===== src/rtl/meteor_spawn_scheduler.sv =====
//------------------------------------------------------------------------------
// meteor_spawn_scheduler : frame-paced meteor launcher with valid/ready payload
// Revision: 1.0
//------------------------------------------------------------------------------
`timescale 1ns/1ps
`default_nettype none

module meteor_spawn_scheduler #(
  parameter int NUM_SLOTS       = 8,
  parameter int SPAWN_INTERVAL  = 30,
  parameter int MIN_INTERVAL    = 10,
  parameter int SPAWNS_PER_STEP = 8,
  parameter int SCREEN_W        = 640,
  parameter int MIN_SPEED       = 1
) (
  input  logic                         Clk,
  input  logic                         Reset,
  input  logic                         enable,
  input  logic                         frame_tick,
  input  logic [9:0]                   rand_pos,
  input  logic [2:0]                   rand_xs,
  input  logic [2:0]                   rand_ys,
  input  logic                         rand_sign,
  input  logic [NUM_SLOTS-1:0]         slot_active,
  input  logic                         spawn_ready,
  output logic                         spawn_valid,
  output logic [$clog2(NUM_SLOTS)-1:0] spawn_slot,
  output logic [9:0]                   spawn_x,
  output logic [3:0]                   spawn_dx,
  output logic [2:0]                   spawn_dy,
  output logic [5:0]                   cur_interval,
  output logic [15:0]                  spawn_count
);

  localparam int SLOT_W = $clog2(NUM_SLOTS);

  localparam logic [5:0]  c_spawn_iv  = 6'(SPAWN_INTERVAL);
  localparam logic [5:0]  c_min_iv    = 6'(MIN_INTERVAL);
  localparam logic [9:0]  c_screen_w  = 10'(SCREEN_W);
  localparam logic [2:0]  c_min_speed = 3'(MIN_SPEED);
  localparam logic [15:0] c_step_mask = 16'(SPAWNS_PER_STEP - 1);

  typedef enum logic [1:0] {
    S_IDLE   = 2'd0,
    S_WAIT   = 2'd1,
    S_SELECT = 2'd2,
    S_OFFER  = 2'd3
  } state_t;

  state_t            r_state, w_state_nxt;
  logic [5:0]        r_frame_cnt, w_frame_cnt_nxt;
  logic [5:0]        r_cur_interval;
  logic [15:0]       r_spawn_count;
  logic              r_valid;
  logic [SLOT_W-1:0] r_slot;
  logic [9:0]        r_x;
  logic [3:0]        r_dx;
  logic [2:0]        r_dy;

  logic              w_free_found;
  logic [SLOT_W-1:0] w_free_idx;
  logic              w_load;
  logic              w_accept;
  logic [9:0]        w_x;
  logic [3:0]        w_dx;
  logic [2:0]        w_dy;
  logic [15:0]       w_count_inc;

  // Descending scan so the lowest free index is the last one written.
  always_comb begin
    w_free_found = 1'b0;
    w_free_idx   = '0;
    for (int i = NUM_SLOTS - 1; i >= 0; i--) begin
      if (!slot_active[i]) begin
        w_free_found = 1'b1;
        w_free_idx   = SLOT_W'(i);
      end
    end
  end

  assign w_x         = (rand_pos < c_screen_w) ? rand_pos : rand_pos - c_screen_w;
  assign w_dx        = rand_sign ? (4'd0 - {1'b0, rand_xs}) : {1'b0, rand_xs};
  assign w_dy        = (rand_ys < c_min_speed) ? c_min_speed : rand_ys;
  assign w_count_inc = r_spawn_count + 16'd1;

  always_comb begin
    w_state_nxt     = r_state;
    w_frame_cnt_nxt = r_frame_cnt;
    w_load          = 1'b0;
    w_accept        = 1'b0;
    case (r_state)
      S_IDLE: begin
        if (enable) begin
          w_state_nxt     = S_WAIT;
          w_frame_cnt_nxt = '0;
        end
      end
      S_WAIT: begin
        if (!enable) begin
          w_state_nxt = S_IDLE;
        end else if (frame_tick) begin
          if (r_frame_cnt == r_cur_interval - 6'd1) w_state_nxt = S_SELECT;
          else                                      w_frame_cnt_nxt = r_frame_cnt + 6'd1;
        end
      end
      S_SELECT: begin
        if (w_free_found) begin
          w_load      = 1'b1;
          w_state_nxt = S_OFFER;
        end else begin
          // Park one tick short of terminal so the very next tick retries.
          w_state_nxt     = S_WAIT;
          w_frame_cnt_nxt = r_cur_interval - 6'd1;
        end
      end
      S_OFFER: begin
        if (spawn_ready) begin
          w_accept        = 1'b1;
          w_state_nxt     = S_WAIT;
          w_frame_cnt_nxt = '0;
        end
      end
      default: w_state_nxt = S_IDLE;
    endcase
  end

  always_ff @(posedge Clk or posedge Reset) begin
    if (Reset) begin
      r_state     <= S_IDLE;
      r_frame_cnt <= '0;
    end else begin
      r_state     <= w_state_nxt;
      r_frame_cnt <= w_frame_cnt_nxt;
    end
  end

  always_ff @(posedge Clk or posedge Reset) begin
    if (Reset) begin
      r_valid        <= 1'b0;
      r_slot         <= '0;
      r_x            <= '0;
      r_dx           <= '0;
      r_dy           <= '0;
      r_cur_interval <= c_spawn_iv;
      r_spawn_count  <= '0;
    end else begin
      if (w_load) begin
        r_valid <= 1'b1;
        r_slot  <= w_free_idx;
        r_x     <= w_x;
        r_dx    <= w_dx;
        r_dy    <= w_dy;
      end
      if (w_accept) begin
        r_valid       <= 1'b0;
        r_spawn_count <= w_count_inc;
        if (((w_count_inc & c_step_mask) == 16'd0) && (r_cur_interval > c_min_iv))
          r_cur_interval <= r_cur_interval - 6'd1;
      end
    end
  end

  assign spawn_valid  = r_valid;
  assign spawn_slot   = r_slot;
  assign spawn_x      = r_x;
  assign spawn_dx     = r_dx;
  assign spawn_dy     = r_dy;
  assign cur_interval = r_cur_interval;
  assign spawn_count  = r_spawn_count;

endmodule

`default_nettype wire


===== config.mk =====
export PLATFORM = sky130hd
export DESIGN_NAME = meteor_spawn_scheduler
export DESIGN_NICKNAME = d
export VERILOG_FILES = /design/src/rtl/meteor_spawn_scheduler.sv
export SDC_FILE = /design/constraint.sdc
export NUM_CORES = 1
export LEC_CHECK = 0
export CORE_ASPECT_RATIO = 0.75
export CORE_MARGIN = 5
export CORE_UTILIZATION = 29
export DETAILED_ROUTE_END_ITERATION = 8
export PLACE_DENSITY = 0.6
export SLEW_MARGIN = 20
export SYNTH_ARGS = -nofsm -noshare
export SYNTH_HDL_FRONTEND = slang
export SYNTH_SLANG_ARGS = --single-unit

===== constraint.sdc =====
create_clock -name Clk -period 3.4 [get_ports Clk]
set_clock_uncertainty 0.05 [all_clocks]
set_input_delay 0.68 -clock Clk [delete_from_list [all_inputs] [get_ports Clk]]
set_output_delay 0.68 -clock Clk [all_outputs]
set_load 0.02 [all_outputs]

==> reports/qor.txt <==
Largest net degree at the start of global routing: 52
Arr. time, crit path: 2580 ps
Gate Count Post-Synth: 259
Sw Ratio: 33.4%
Max-Slew Margin vs Limit: 56.8%
Fin worst setup slack: 945 ps
Placement Setup Slack: 781 ps
Internal Pwr Total: 1.65 mW
Avg Cell Area, Syn: 10.5 sq um
Fillers: 898
Type of the tightest min-delay check: flop to flop
Detailed router's first-iteration violation count: 58
Number of setup buffers added after CTS: 0
Final period util: 72.2%
Crit Path Category: flop to flop
Sinks on Clock Net: 51
Number of gates given a new drive strength after cts: 0
Critical Path Fanout Max: 7
Share of the core filled with cells: 41.5%
Hold-fix buffers at CTS: 0
Area occupied by multi-input gates: 0.00135 sq mm
Clock buffer depth: 2
Die span in y: 94.0 um
Predominant post-synthesis flop cell: sky130_fd_sc_hd__dfrtp_1
EDFF count, synth: 0
Post-synthesis cell type with the largest combined area: sky130_fd_sc_hd__dfrtp_1
Number of global-route vias before repair: 2191
Post-detailed-route via-to-cell ratio: 4.42
Pwr Density: 655 mW/mm^2
Final Hold Violating Endpoints: 0
Warnings from Yosys: 0
Share of total power in the clock network: 25.8%
Unrepaired setup endpoints after global routing: false
Overflow left after global routing: 0
Critical Path RT: 3520 ps
FMAX: 0.407 GHz
Antenna diodes: 0
Worst R2R Setup Slack: 950 ps
Share of the synthesized area in the top cell type: 43.1%
Layout area overhead: 38.8%
Global routing usage summed across all routing layers: 11.2%
Post-DP HPWL: 4.50 mm
CTS buffer count: 5
Synthesized netlist net count: 301
Placer's final routability congestion estimate: 0.797
Vias: 2041
Cell Rows: 30
Top Ports: 73
Aggregate routed wire length: 5.93 mm
Part of the Yosys area used for sequential elements: 47.0%
Initial antenna violation count: 0
Clock tree from TritonCTS: done
DRC violation count after routing: 0
Fraction of final layout cells sized beyond drive strength 1: 12.3%
Final TNS setup: 0 ps
Cell types occupying the most area after synthesis: sky130_fd_sc_hd__dfrtp_1 43%, sky130_fd_sc_hd__xnor2_1 8.0%, sky130_fd_sc_hd__ha_1 5.5%
Endpoint class of the critical path: flop
Core Region: 0.00912 sq mm
Latest clock arrival within the worst-skew pair: 280 ps
Hold Slack: 430 ps
Area of all sequential standard cells: 0.00128 sq mm
Combinational share of power: 39.0%
Crit start category: flop
Width of the die: 122 um
Quantity of I/O buffers inserted on ports: 72
LEAKAGE: 1.64 nW
Sequential group share of total power: 35.1%
Max-cap violations: 0
First-pass GRT wire length: 10.4 mm
Cell at the root of the clock tree: sky130_fd_sc_hd__clkbuf_16
Area enclosed by the die boundary: 0.0115 sq mm
Max-slew violations: 0
Peak supply drop: 0.393 mV
Number of endpoints failing setup at the final stage: 0
Share of flip-flops with an asynchronous set or reset after synthesis: 100%
Clock-pin slew on the worst setup and hold paths: 70 ps
Initial DRT Pass Iterations: 4
Per-cell routed wire length: 12.8 um
Starting utilization of the core area: 29.9%
Number of nets in the finished design: 375
Number of nets with antenna violations after routing: 0
Worst-Margin Slew: 647 ps
Synthesized cell area: 0.00273 sq mm
Flop and latch count out of synthesis: 51
H-tree Lvls: 2
Switching pwr: 0.828 mW
Number of unique standard cell types used by synthesis: 47
Time the final worst path needs with I/O delays and setup: 2450 ps
Run status: finished clean
[cells in the mapped netlist (all sizes together), types with 6 or more instances]
| cell | n |
|---|---|
| dfrtp | 47 |
| nand2 | 28 |
| xnor2 | 25 |
| inv | 18 |
| o21ai | 15 |
| nor2 | 14 |
| ha | 12 |
| mux2 | 11 |
| nand3 | 10 |
| a21oi | 8 |
| and3 | 7 |
| nand4 | 7 |
| xor2 | 6 |
[layer usage]
layer | routed length (um) | track usage (%)
met3 | 564 | 4.88
met4 | 25 | 2.61
met1 | 2770 | 14.8
met2 | 2570 | 17.0
met5 | 0 | 0
[cells by family (layout without fill, tap and decap cells)]
logic type / Yosys count / in the layout / share of synthesized area, %
xor gates and xnor gates: 33 / 33 / 11.7
adders and majority gates: 12 / 12 / 5.50
AOI/OAI and AO/OA: 43 / 43 / 10.9
muxes: 14 / 14 / 5.64
DFF: 51 / 51 / 47.0
and+or+nand+nor: 81 / 81 / 15.6
buffers and inverters: 25 / 100 / 3.71
[path summary, 6_finish.rpt]
kind                                        startpoint                           to  depth (start not counted)
setup / recovery           cur_interval[1]$_DFFE_PP1P_   r_frame_cnt[5]$_DFFE_PP0P_                          8
hold / removal             spawn_count[15]$_DFFE_PP0P_  spawn_count[15]$_DFFE_PP0P_                          1
setup reg to reg           cur_interval[1]$_DFFE_PP1P_   r_frame_cnt[5]$_DFFE_PP0P_                          8
hold reg to reg            spawn_count[15]$_DFFE_PP0P_  spawn_count[15]$_DFFE_PP0P_                          1
max in group asynchronous                        Reset    spawn_slot[1]$_DFFE_PP0N_                          3
min in group asynchronous                        Reset   spawn_count[6]$_DFFE_PP0P_                          3
[critical path: stages (launching register included)]
cell and delay (ps):
sky130_fd_sc_hd__dfstp_2 600, sky130_fd_sc_hd__inv_1 80, sky130_fd_sc_hd__ha_1 220, sky130_fd_sc_hd__xnor2_1 240
sky130_fd_sc_hd__xor2_1 170, sky130_fd_sc_hd__nand4_1 200, sky130_fd_sc_hd__nand2_1 230, sky130_fd_sc_hd__nand2_1 190
sky130_fd_sc_hd__a221o_1 360
[flip-flops by register name, indices dropped and copies added, names as in the netlist, 2 cells and up]
name          count
spawn_count      16
spawn_x          10
cur_interval      6
r_frame_cnt       6
spawn_dx          4
spawn_dy          3
spawn_slot        3
r_state           2
[power by group through the flow]
stage | sequential (mW) | combinational [mW] | clock (mW)
2_1_floorplan | 1.04 | 0.395 | 0
3_3_place_gp | 0.877 | 0.977 | 0
3_5_place_dp | 0.881 | 0.979 | 0
4_1_cts | 0.874 | 0.982 | 0.663
5_1_grt | 0.895 | 1.08 | 0.692
6_report | 0.871 | 0.968 | 0.641
[per-stage QoR]
stage / area, sq um / instances / total power, mW
6_report: 3790 / 462 / 2.48
5_1_grt: 3790 / 462 / 2.66
4_1_cts: 3790 / 462 / 2.52
3_3_place_gp: 3590 / 454 / 1.85
3_5_place_dp: 3590 / 454 / 1.86
2_1_floorplan: 2730 / 259 / 1.43
[placed cells by master (no fill, tap or decap), types with 3 or more instances in the layout]
cell	Yosys	final
sky130_fd_sc_hd__a21oi_1	8	8
sky130_fd_sc_hd__mux2i_1	3	3
sky130_fd_sc_hd__clkdlybuf4s50_1	0	72
sky130_fd_sc_hd__o31ai_1	3	3
sky130_fd_sc_hd__ha_1	12	12
sky130_fd_sc_hd__dfstp_2	4	4
sky130_fd_sc_hd__xor2_1	6	6
sky130_fd_sc_hd__clkbuf_16	0	5
sky130_fd_sc_hd__nor2_1	14	14
sky130_fd_sc_hd__inv_1	18	17
sky130_fd_sc_hd__xnor2_1	25	25
sky130_fd_sc_hd__o22ai_1	3	3
sky130_fd_sc_hd__nand3_1	10	10
sky130_fd_sc_hd__dfrtp_1	47	47
sky130_fd_sc_hd__and3_2	3	3
sky130_fd_sc_hd__nand2_1	28	28
sky130_fd_sc_hd__and3_1	4	4
sky130_fd_sc_hd__nand4_1	7	7
sky130_fd_sc_hd__a31o_2	3	3
sky130_fd_sc_hd__mux2_2	11	11
sky130_fd_sc_hd__a221o_1	3	3
sky130_fd_sc_hd__o21ai_0	13	13
[area by class of cell]
class                   instances  area share [%]
multi-input cells             183            35.6
flip-flops and latches         51            33.8
repair buffers                 74            19.4
well taps                     128            4.23
clock buffers                   5            3.30
clock inverters                 3            1.78
inverters                      18            1.78
(Power assumes the default switching activity.)
